`src/rtl/demux_dispatch.sv`:
```
// demux_dispatch: routes one input beat per cycle to one of four channels.
// Each channel is a one-entry buffer (data register + full flag). A beat
// aimed at a full channel whose consumer is not taking its beat this cycle
// is dropped, reported by a one-cycle error pulse and a saturating counter.
//
// Handshake: a channel beat transfers on a rising edge where X_valid=1 and
// X_ready=1; X_ready is ignored while X_valid=0. X_valid only falls after a
// transfer and X never changes while X_valid=1 and X_ready=0.

`ifndef WIDTH
`define WIDTH 8
`endif

module demux_dispatch (
   input  logic              clk,
   input  logic              rst_n,
   input  logic [`WIDTH-1:0] in_data,
   input  logic              in_valid,
   input  logic [1:0]        select,
   output logic [`WIDTH-1:0] A,
   output logic [`WIDTH-1:0] B,
   output logic [`WIDTH-1:0] C,
   output logic [`WIDTH-1:0] D,
   output logic              A_valid,
   output logic              B_valid,
   output logic              C_valid,
   output logic              D_valid,
   input  logic              A_ready,
   input  logic              B_ready,
   input  logic              C_ready,
   input  logic              D_ready,
   output logic              error,
   output logic [3:0]        drop_cnt
);

   logic [`WIDTH-1:0] data_q [4];
   logic [3:0]        full_q;
   logic [3:0]        ready;
   logic [3:0]        pop;
   logic              accept;
   logic              reject;

   assign ready = {D_ready, C_ready, B_ready, A_ready};

   // Pops, accept and reject decisions for the current cycle.
   always_comb begin
      pop    = full_q & ready;
      accept = in_valid & (~full_q[select] | pop[select]);
      reject = in_valid & full_q[select] & ~ready[select];
   end

   // Channel buffers: a same-edge pop and accept keeps the channel full
   // with the new beat, so a streaming channel never shows a bubble.
   always_ff @(posedge clk or negedge rst_n) begin
      if (!rst_n) begin
         for (int i = 0; i < 4; i++) begin
            data_q[i] <= '0;
         end
         full_q <= '0;
      end else begin
         for (int i = 0; i < 4; i++) begin
            if (accept && (select == 2'(i))) begin
               data_q[i] <= in_data;
               full_q[i] <= 1'b1;
            end else if (pop[i]) begin
               full_q[i] <= 1'b0;
            end
         end
      end
   end

   // Drop reporting: one error cycle per rejected beat, counter sticks at 15.
   always_ff @(posedge clk or negedge rst_n) begin
      if (!rst_n) begin
         error    <= 1'b0;
         drop_cnt <= 4'd0;
      end else begin
         error <= reject;
         if (reject && (drop_cnt != 4'd15)) begin
            drop_cnt <= drop_cnt + 4'd1;
         end
      end
   end

   assign A       = data_q[0];
   assign B       = data_q[1];
   assign C       = data_q[2];
   assign D       = data_q[3];
   assign A_valid = full_q[0];
   assign B_valid = full_q[1];
   assign C_valid = full_q[2];
   assign D_valid = full_q[3];

endmodule
```
`config.mk`:
```
export PLATFORM = sky130hd
export DESIGN_NAME = demux_dispatch
export DESIGN_NICKNAME = d
export VERILOG_FILES = /design/src/rtl/demux_dispatch.sv
export SDC_FILE = /design/constraint.sdc
export NUM_CORES = 1
export LEC_CHECK = 0
export CAP_MARGIN = 25
export CORE_ASPECT_RATIO = 1.5
export CORE_MARGIN = 4
export CORE_UTILIZATION = 48
export DETAILED_ROUTE_END_ITERATION = 7
export MAX_ROUTING_LAYER = met4
export PLACE_DENSITY = 0.84
export SLEW_MARGIN = 20
export SYNTH_ARGS = -nofsm -noshare
export SYNTH_HDL_FRONTEND = slang
export SYNTH_SLANG_ARGS = --single-unit
```
`constraint.sdc`:
```
create_clock -name clk -period 2.5 [get_ports clk]
set_clock_uncertainty 0.05 [all_clocks]
set_input_delay 0.75 -clock clk [delete_from_list [all_inputs] [get_ports clk]]
set_output_delay 0.75 -clock clk [all_outputs]
set_load 0.01 [all_outputs]
```
# After elaboration in Yosys (flattened, before gate mapping)
# Index checks and enable logic that the tools add are counted.
[totals]
reg_bits = 41
in_bits = 17
out_inout_bits = 41
elab_cells = 47
[op_classes]
add_sub_neg = 1
n_lt_le_gt_ge = 1
eq_ne = 4
n_mux = 14
bitwise = 7
n_reduce_logical = 10
[op_table]
columns = ["cell", "n"]
rows = [
  ["2-to-1 mux 1 bit", 11],
  ["nonzero test 2 bit", 4],
  ["binary-select mux 1 bit (select 2 bit)", 3],
  ["logical AND 1 bit", 5],
  ["adder 4 x 1 -> 4 bit, second input constant", 1],
  ["bitwise AND 4 bit", 1],
  ["== test 2 bit, second input constant", 2],
  ["inequality test 4 bit, second input constant", 1],
  ["bitwise AND 1 bit", 3],
  ["< comparator 2 x 3 -> 1 bit, second input constant", 1],
  ["== test 2 x 1 -> 1 bit, second input constant", 1],
  ["zero test 2 bit", 1],
  ["inverter 1 bit", 2],
  ["OR 1 bit", 1],
]

# Logic depth before layout (Yosys ltp)
[logic_depth]
ltp_word = 7
depth_mapped = 5
depth_no_buf = 5

# Worst setup path before layout
# No wires, ideal clock.
[synth_timing]
kind = "input port to flip-flop"
from = "input D_ready"
to = "register drop_cnt[1]"
setup_ns = 0.127
arrival_time_ns = 1.851
required_time_ns = 2.323
path_slack_ns = 0.472
stages = 4
n_path_buf = 0
cell_sequence = "nand2b_4 mux4_2 nor2_4 mux2_1"
[synth_via]
elab_chain_len = 5
[synth_lines]
columns = ["element", "line", "text"]
rows = [
  ["start: declaration", "31", "input logic D_ready,"],
  ["binary-select mux 1 bit (select 2 bit)", "49", "reject = in_valid & full_q[select] & ~ready[select];"],
  ["2-to-1 mux 1 bit (implied by the code)", "49", ""],
  ["inverter 1 bit", "49", ""],
  ["bitwise AND 1 bit", "49", ""],
  ["logical AND 1 bit", "79", "if (reject && (drop_cnt != 4'd15)) begin"],
  ["end signal: assignment", "80", "drop_cnt <= drop_cnt + 4'd1;"],
  ["end: declaration", "33", "output logic [3:0] drop_cnt"],
]
# No other way between the ends. The select of a mux whose other input is x is not followed.
# A chain may end at the register's enable or synchronous reset.

# Worst setup path after layout
[layout_timing]
from = "input D_ready"
to = "register drop_cnt[2]"
# Same word-level chain as after synthesis.

==> impl_results.md <==
- Post-synthesis sequential area ratio: 0.614
- Run status: finished, final reports clean
- Slew headroom: 0.698
- Layout cells sized above 1: 0.315
- Clk pin slew, worst setup/hold paths: roughly 0.08 ns
- Max Fclk: between 0.4 and 0.5 GHz
- Avg WL per Cell: 17.3 um
- FF-to-FF Start: full_q[0]
- Hold Fails Final Rpt: 0
- Fin nets: 198
- Die width: 56.2 um
- Via-to-Cell Ratio: 5.09
- CP Launch Point: D_ready
- Initial antenna violation count: 0
- Num ports: between 50 and 60
- Antenna cells: 0
- Fin crit period: 2.20 ns
- Setup violations, final: 0
- Synthesized Nets: 126
- Least-Margin Pin Slew: 0.452 ns
- Crit path max fanout: 5
- Final Max Slew Viols: 0
- Period utilization: 0.879
- Worst VDD drop: between 500 and 600 uV
- Reg2Reg Setup Slack: 0.83 ns
- Post-CTS Setup Bufs: 0
- Final core utilization: 0.724
- Synth Flop Type: dfrtp_1
- Largest net degree at the start of global routing: 42
- CP Capture Type: flop
- Die height: 80.3 um
- Post-synth ARST share: 1.00
- Antenna violation net count after detailed routing: 0
- Global Route Usage Sum: 0.205
- P&R area growth vs syn: 46.6%
- PD cells: approximately 790 nW/um2
- Site Rows: 26
- Synth Register Bits: just over 40
- Vias in the first global route: 1,283
- CTS tree: built
- Die area: 4510 um2
- RSZ-0062 raised after global routing: false
- Fillers: 238
- Worst reg2reg path endpoint: drop_cnt[2]
- Clk sinks: 41
- CP endpoint: drop_cnt[2]
- Yosys Warn Count: 0
- Vias: 1,134
- 1st-iter DRT viols: 20
- Gpl congestion: 0.743
- Synthesized area: 1670 um2
- Longest Clk Path Bufs: 2
- Post-cts resize count: 0
- Syn Inst Count: 108
- Avg Inst Size Synth: 15.5 um2
- First-pass GRT wire length: 6630 um
- Placement Setup Slack: -0.0243 ns
- DRT Pass-1 Iters: 4
- CTS buffer count: 5
- Root buf cell: clkbuf_8
- Distinct cells, synth: 24
- P_leak: around 1.1 nW
- # hold bufs at CTS: 0
- Clock Latency Late Sink: 0.30 ns
- Global route total overflow: 0
- Final setup margin: 0.303 ns
- Critical Path RT: approximately 2.6 ns
- Final wirelength: 3860 um
- Dpl hpwl: around 2900 um
- Number of H-tree levels: 2
- Core area: roughly 3400 um2
- Post-synth EDFFs: 0
- R2r worst-path depth: 4
- Max-cap violations: 0
- DR DRC count: 0
- Crit start category: input port
- Initial Util: 0.494
- Critical Path AT: 2.33 ns
- Count of input and output buffers: 57
- HP Class: input port to asynchronous set/reset pin
- Setup Crit Path Kind: input port to flop
synthesized netlist by cell type, types with 2 or more instances:
cell      count  area share
nor2b_1       3       0.011
dfrtp_1      41        0.61
nand2_1       6       0.013
nand3_1       2      0.0060
nand2b_4      4       0.033
buf_2         2      0.0060
mux2_2       31        0.21
mux2_1        3       0.020
report_power, final:
part | total (W) | internal (W) | leakage (nW) | switching (W)
sequential | 0.000897 | 0.000803 | 0.496 | 0.0000940
combinational | 0.000607 | 0.000386 | 0.523 | 0.000221
clock | 0.000426 | 0.000194 | 0.0450 | 0.000232
metrics by stage:
stage          total power (W)  setup TNS, ns  hold slack [ns]  instances  cell area, um2
2_1_floorplan          0.00113              0            0.404        108            1670
3_3_place_gp           0.00150              0            0.421        215            2370
3_5_place_dp           0.00153        -0.0375            0.428        215            2370
4_1_cts                0.00195              0            0.367        223            2450
5_1_grt                0.00204              0            0.374        223            2450
6_report               0.00193              0            0.358        223            2450
cell usage in the layout, fill, tap and decap left out, types with 2 or more instances in the layout:
cell / Yosys / layout
nand2b_4: 4 / 4
nor2b_1: 3 / 3
nand2_1: 6 / 6
clkdlybuf4s50_1: 0 / 56
dfrtp_1: 41 / 41
buf_4: 0 / 9
clkinv_2: 0 / 2
nand3_1: 2 / 2
mux2_1: 3 / 3
mux2_2: 31 / 31
clkbuf_8: 0 / 5
state kept, by name (all words and copies together), names as in the netlist:
| register | count |
|---|---|
| full_q | 4 |
| C | 8 |
| error | 1 |
| D | 8 |
| drop_cnt | 4 |
| B | 8 |
| A | 8 |
critical path, stage by stage:
cell and delay [ns]:
clkdlybuf4s50_1 0.42, nand2b_4 0.15, mux4_2 0.54, nor2_1 0.14
mux2_1 0.33
how the worst min path moves through the flow:
stage / start / to / slack, ns
after floorplan: rst_n / A[0] / 0.40
after global placement: B[0] / B[0] / 0.42
after detailed placement: B[0] / B[0] / 0.43
after CTS: rst_n / drop_cnt[2] / 0.37
after global routing: rst_n / full_q[2] / 0.37
final: rst_n / full_q[0] / 0.36
cells by family after synthesis:
| logic type | synth area share |
|---|---|
| mux | 0.243 |
| fa+ha+maj | 0.00748 |
| xor+xnor | 0.00524 |
| buf+inv | 0.00823 |
| simple gates | 0.106 |
| compound gates | 0.0165 |
| flops | 0.614 |
routing by layer:
layer / track usage / share of wire / vias to the layer above
met5: - / 0 / -
met4: 0.0784 / 0.018 / 0
met3: 0.0514 / 0.046 / 5
met2: 0.355 / 0.55 / 38
met1: 0.226 / 0.38 / 563
li1: - / - / 528
cell type report:
type / count / area (um2) / share of cell area
clock buffer: 6 / 72.6 / 0.0296
clock inverter: 2 / 10.0 / 0.00409
inverter: 1 / 3.75 / 0.00153
multi-input combinational: 64 / 632 / 0.258
sequential: 41 / 1030 / 0.419
tap: 42 / 52.6 / 0.0215
timing repair buffer: 67 / 653 / 0.267
Power figures use the tool's default switching activity.
